==> config.mk <==
export PLATFORM = sky130hd
export DESIGN_NAME = booth_seq_mult_flat
export DESIGN_NICKNAME = d
export VERILOG_FILES = /design/src/rtl/booth_pkg.sv /design/src/rtl/booth_seq_mult_if.sv /design/src/rtl/booth_step.sv /design/src/rtl/booth_seq_mult.sv /design/src/flat_wrapper.sv
export SDC_FILE = /design/constraint.sdc
export NUM_CORES = 1
export LEC_CHECK = 0
export CORE_UTILIZATION = 58
export CTS_CLUSTER_DIAMETER = 200
export DETAILED_ROUTE_END_ITERATION = 8
export PLACE_DENSITY = 0.85
export SYNTH_ARGS = -nofsm -noshare
export SYNTH_HDL_FRONTEND = slang
export SYNTH_SLANG_ARGS = --single-unit
==> constraint.sdc <==
create_clock -name clk -period 5 [get_ports clk]
set_input_delay 1 -clock clk [delete_from_list [all_inputs] [get_ports clk]]
set_output_delay 1 -clock clk [all_outputs]
set_load 0.005 [all_outputs]
==> src/rtl/booth_pkg.sv <==
// booth_pkg: shared state encoding and width helpers for the Booth multiplier
//   state_t : FSM states IDLE / RUN / DONE
//   w_of    : internal datapath width W = N + 1
//   cw_of   : iteration counter width CW = $clog2(N + 2)
package booth_pkg;
    typedef enum logic [1:0] {IDLE = 2'd0, RUN = 2'd1, DONE = 2'd2} state_t;
    function automatic int w_of(int n);
        return n + 1;
    endfunction
    function automatic int cw_of(int n);
        return $clog2(n + 2);
    endfunction
endpackage

==> src/rtl/booth_seq_mult_if.sv <==
// booth_seq_mult_if: request/result bundle of the sequential Booth multiplier
//   start, signed_mode, a, b : request side (master drives)
//   busy, done, result       : status and product (slave drives)
interface booth_seq_mult_if #(parameter int N = 4);
    logic           start;
    logic           signed_mode;
    logic [N-1:0]   a;
    logic [N-1:0]   b;
    logic           busy;
    logic           done;
    logic [2*N-1:0] result;
    modport master(output start, signed_mode, a, b, input busy, done, result);
    modport slave(input start, signed_mode, a, b, output busy, done, result);
endinterface

==> src/rtl/booth_step.sv <==
// booth_step: one radix-2 Booth add/sub followed by an arithmetic right shift
//   a_in, q_in, qm1_in, m : current accumulator, multiplier, guard bit, multiplicand
//   a_out, q_out, qm1_out : values after the step
module booth_step #(parameter int W = 5) (
    input  logic [W-1:0] a_in,
    input  logic [W-1:0] q_in,
    input  logic         qm1_in,
    input  logic [W-1:0] m,
    output logic [W-1:0] a_out,
    output logic [W-1:0] q_out,
    output logic         qm1_out
);
    logic [W-1:0] sum;
    always_comb begin
        sum = (q_in[0] && !qm1_in) ? a_in - m :
              (!q_in[0] && qm1_in) ? a_in + m : a_in;
        // {sum, q, qm1} >>> 1 with the accumulator sign replicated
        a_out   = {sum[W-1], sum[W-1:1]};
        q_out   = {sum[0], q_in[W-1:1]};
        qm1_out = q_in[0];
    end
endmodule

==> src/rtl/booth_seq_mult.sv <==
// booth_seq_mult: iterative radix-2 Booth multiplier, one step per clock
//   clk   : rising-edge clock
//   rst_n : synchronous active-low reset
//   bus   : start/signed_mode/a/b request, busy/done/result status (slave side)
module booth_seq_mult
    import booth_pkg::*;
#(
    parameter int N = 4
) (
    input  logic clk,
    input  logic rst_n,
    booth_seq_mult_if.slave bus
);
    localparam int W  = w_of(N);
    localparam int CW = cw_of(N);

    state_t         state;
    logic [W-1:0]   acc;
    logic [W-1:0]   q;
    logic [W-1:0]   m;
    logic           qm1;
    logic [CW-1:0]  count;
    logic           busy_r;
    logic           done_r;
    logic [2*N-1:0] result_r;
    logic [W-1:0]   acc_n;
    logic [W-1:0]   q_n;
    logic           qm1_n;

    booth_step #(.W(W)) u_step (
        .a_in(acc),
        .q_in(q),
        .qm1_in(qm1),
        .m(m),
        .a_out(acc_n),
        .q_out(q_n),
        .qm1_out(qm1_n)
    );

    always_ff @(posedge clk) begin
        if (!rst_n) begin
            state    <= IDLE;
            acc      <= '0;
            q        <= '0;
            m        <= '0;
            qm1      <= 1'b0;
            count    <= '0;
            busy_r   <= 1'b0;
            done_r   <= 1'b0;
            result_r <= '0;
        end else begin
            case (state)
                IDLE: begin
                    done_r <= 1'b0;
                    if (bus.start) begin
                        // one extra bit makes unsigned operands and -2^(N-1) exact
                        acc    <= '0;
                        q      <= {bus.signed_mode & bus.a[N-1], bus.a};
                        m      <= {bus.signed_mode & bus.b[N-1], bus.b};
                        qm1    <= 1'b0;
                        count  <= '0;
                        busy_r <= 1'b1;
                        state  <= RUN;
                    end
                end
                RUN: begin
                    acc   <= acc_n;
                    q     <= q_n;
                    qm1   <= qm1_n;
                    count <= count + 1'b1;
                    if (count == CW'(W - 1)) begin
                        // low 2N bits of the post-shift {A, Q}
                        result_r <= {acc_n[N-2:0], q_n};
                        busy_r   <= 1'b0;
                        done_r   <= 1'b1;
                        state    <= DONE;
                    end
                end
                DONE: begin
                    done_r <= 1'b0;
                    state  <= IDLE;
                end
                default: state <= IDLE;
            endcase
        end
    end

    assign bus.busy   = busy_r;
    assign bus.done   = done_r;
    assign bus.result = result_r;
endmodule
==> src/flat_wrapper.sv <==
// flat-port wrapper written by rule: the top's interface ports become plain ports
module booth_seq_mult_flat import booth_pkg::*;
#(
    parameter int N = 4
)
  (clk, rst_n, bus_start, bus_signed_mode, bus_a, bus_b, bus_busy, bus_done, bus_result);
  booth_seq_mult_if #(.N(N)) bus_i ();
  input  logic clk;
  input  logic rst_n;
  input wire logic [$bits(bus_i.start)-1:0] bus_start;
  input wire logic [$bits(bus_i.signed_mode)-1:0] bus_signed_mode;
  input wire logic [$bits(bus_i.a)-1:0] bus_a;
  input wire logic [$bits(bus_i.b)-1:0] bus_b;
  output wire logic [$bits(bus_i.busy)-1:0] bus_busy;
  output wire logic [$bits(bus_i.done)-1:0] bus_done;
  output wire logic [$bits(bus_i.result)-1:0] bus_result;
  assign bus_i.start = bus_start;
  assign bus_i.signed_mode = bus_signed_mode;
  assign bus_i.a = bus_a;
  assign bus_i.b = bus_b;
  assign bus_busy = bus_i.busy;
  assign bus_done = bus_i.done;
  assign bus_result = bus_i.result;
  booth_seq_mult #(.N(N)) u_core (.clk(clk), .rst_n(rst_n), .bus(bus_i));
endmodule
==> key figures <==
Floorplan
  – Die Ht: between 50 and 60 microns
  – Core outline area: about 2500 sq um
  – Full die area: roughly 3000 sq um
  – I/O Pins: 22
  – Rows: 18
  – Die width: approximately 54 microns
  – Initial core utilization: about 63%

Drt
  – Avg Vias per Cell: ~6.2
  – Drt initial violations: 50
  – Avg WL per Cell: approximately 16 microns
  – Total Wirelength: between 3000 and 4000 microns
  – Drt drc: 0
  – First-pass iteration count of the detailed router: 4
  – Vias: 1,418
  – Antenna Nets Post-Route: 0

Setup path
  – Data required, critical path: about 5.3 ns
  – CP peak stage delay: slightly below 0.7 ns
  – Crit path launch type: input port
  – Crit Reg-Reg Startpoint: u_core.acc[0]
  – Max Fanout on Critical Path: 15
  – Slowest stage cell, crit path: clkdlybuf4s50_1
  – Reg2reg end: u_core.acc[3]
  – Crit end category: register
  – FF-to-FF path depth: 9
  – R2R Setup Slk: around 3.0 ns
  – Worst path arrival time: between 2 and 3 ns
  – Cell Chain, Critical Path: clkdlybuf4s50_1, inv_2, a31oi_2, a22o_1
  – Critical path type: in -> reg

Synth
  – FFs w/ async S/R, synth: 0%
  – Largest family of logic cells by synthesized area: compound AO/OA/AOI/OAI gates
  – Post-Synth XOR/XNOR Area: 4.35%
  – Number of synthesized flops with an enable pin: 0
  – Syn_nets: about 200
  – Compound-cell area share of the yosys netlist: 26.4%
  – Area contributors post-synth: dfxtp_1, ha_1, nor2_1
  – Ys flop type: dfxtp_1
  – Post-synthesis mux area share: less than 1%
  – Syn Inst Count: around 180
  – Share of the synthesized area in the top cell type: between 30% and 40%
  – Yosys cell types: 48
  – Area leader, netlist: dfxtp_1
  – Synth Register Bits: 30
  – Post-Synth Simple-Gate Area: 15.1%
  – Register area share after synthesis: between 30% and 40%
  – Syn_area_per_cell: roughly 9.0 sq um
  – Cell Area, Synth: 1580 sq um
  – Adder-cell share of the synthesized area: a little over a tenth
  – YS warnings: 0

CTS
  – Num CTS Buffers: 5
  – Clock slew at reported path FFs: around 0.090 ns
  – Max Buffers Root-to-Sink: 2
  – CTS tree: done
  – CTS sink cnt: 30
  – Postcts setup bufs: 0
  – Hold-fix buffers, CTS: 0
  – Worst-Skew Late Latency: about 0.34 ns
  – H-tree lvl count: 2
  – PostCTS Resize Cnt: 0
  – Root Buffer: clkbuf_4

Timing
  – Unrepaired setup endpoints after global routing: false
  – Final setup viols: 0
  – Final period utilization: 46.7%
  – Post-layout min period: between 2 and 2.5 ns
  – Max Clock Freq: about 430 MHz
  – Max Clock Skew: roughly 0.0095 ns
  – Max-slew violation count: 0
  – TNS Setup: 0 ns
  – Slew headroom: around two thirds
  – Worst-Margin Slew: 0.520 ns
  – Final Hold Violating Endpoints: 0

Run
  – Maxcap violations: 0

Power and ir drop
  – Worst VDD drop: 257 uV
  – Leakage: approximately 0.72 nW
  – Pwr Density: 269 nW/um^2

Placement
  – Final Wtd Congestion: between 0.8 and 0.9
  – I/O Buffers: 21
  – Detailed-placement wirelength estimate: 2710 microns

Global routing
  – Initial antenna violation count: 0
  – Largest net degree at the start of global routing: 16
  – Vias in the first global route: 1,301
  – First-pass GRT wire length: about 5900 microns
  – Global router's overall resource usage: between 20% and 30%
  – Remaining Overflow, GRT: 0

Min path
  – Hold path depth: 2
  – Worst hold path startpoint: u_core.bus.result[7]
  – Hold Path Class: reg -> reg
  – Min-Delay Endpoint: u_core.bus.result[7]

Final layout
  – Final Core Density: around three quarters
  – Area growth, synth to finish: 17.9%
  – Nets@finish: roughly 220
  – Register area: 601 sq um
  – Area of the multi-input gates: 902 sq um
  – Fillers: just under 200
  – Diodes inserted: 0
  – Layout cells sized above 1: between 10% and 20%

Outcome
  – Status: finished clean
## state kept, by name, summed over array words and instances (netlist names)
name / flops
u_core.acc: 4
u_core.bus.busy: 1
u_core.bus.done: 1
u_core.bus.result: 8
u_core.count: 3
u_core.m: 5
u_core.q: 5
u_core.qm1: 1
u_core.state: 2
## final cells by class
class,instances,area share (%)
clock buffer,6,2.75
clock inverter,2,0.672
inverter,13,2.62
multi-input combinational,127,48.4
sequential,30,32.2
tap,30,2.01
timing repair buffer,21,11.3
## cell usage in the layout (no fill, tap or decap), types with 7 or more instances in the layout
master,Yosys,layout
a21oi_1,13,13
a22o_1,7,7
clkdlybuf4s50_1,0,21
dfxtp_1,30,30
ha_1,10,10
inv_1,10,10
nand2_1,13,13
nor2_1,19,19
o21ai_0,7,7
## power breakdown
group	switching, mW	leakage, nW	internal (mW)
sequential	0.0126	0.245	0.248
combinational	0.0478	0.443	0.0367
clock	0.0874	0.0343	0.0675
## per-stage QoR
step	instances	worst slack, ns	total power [mW]	hold slack, ns	area, sq um
finish	229	2.67	0.500	0.461	1860
global route	229	2.54	0.525	0.496	1860
CTS	229	2.69	0.503	0.459	1860
detailed placement	221	2.35	0.349	0.446	1800
global placement	221	2.36	0.344	0.433	1800
floorplan	175	3.15	0.324	0.443	1580
## worst max path at each step
stage,slack (ns),depth (start not counted),endpoint,startpoint
3_5_place_dp,2.35,4,u_core.bus.result[6],rst_n
5_1_grt,2.54,5,u_core.bus.result[7],rst_n
4_1_cts,2.69,4,u_core.bus.result[6],rst_n
3_3_place_gp,2.36,4,u_core.bus.result[5],rst_n
6_report,2.67,4,u_core.bus.result[6],rst_n
2_1_floorplan,3.15,5,u_core.m[4],bus_start
## synthesized netlist by cell type, types with 2 or more instances
cell       n
xnor2_1    2
o21ai_1    2
a22oi_1    4
ha_1      10
xor2_1     4
nor2b_1    2
a22o_1     7
o22ai_1    5
dfxtp_1   30
inv_2      3
fa_1       2
nand2b_1   3
inv_1     10
clkbuf_1   2
nor2_1    19
o221ai_1   4
buf_2      2
a311oi_1   2
a21oi_1   13
nand2_1   13
nor3_1     2
o21ai_0    7
nand3_1    2
## metal layers
layer / vias to the layer above / wire [microns] / global-route usage [%]
met3: 8 / 186 / 7.06
met5: - / 0 / 0
met2: 45 / 1840 / 48.0
li1: 683 / - / -
met4: 0 / 64 / 13.7
met1: 682 / 1550 / 35.5
## worst max-delay path: cells and delay by family
kind	cells	cell delay (ns)
buffers and inverters	2	0.91
AOI/OAI and AO/OA	2	0.70
## kinds of logic (layout without fill, tap and decap cells)
logic type | count (synthesis) | in the layout
buffers and inverters | 18 | 42
flip-flops | 30 | 30
multiplexers | 1 | 1
AND/OR/NAND/NOR | 49 | 49
AO/OA/AOI/OAI | 58 | 58
XOR/XNOR | 7 | 7
adder cells (fa/ha/maj) | 12 | 12
Power figures use the tool's default switching activity.
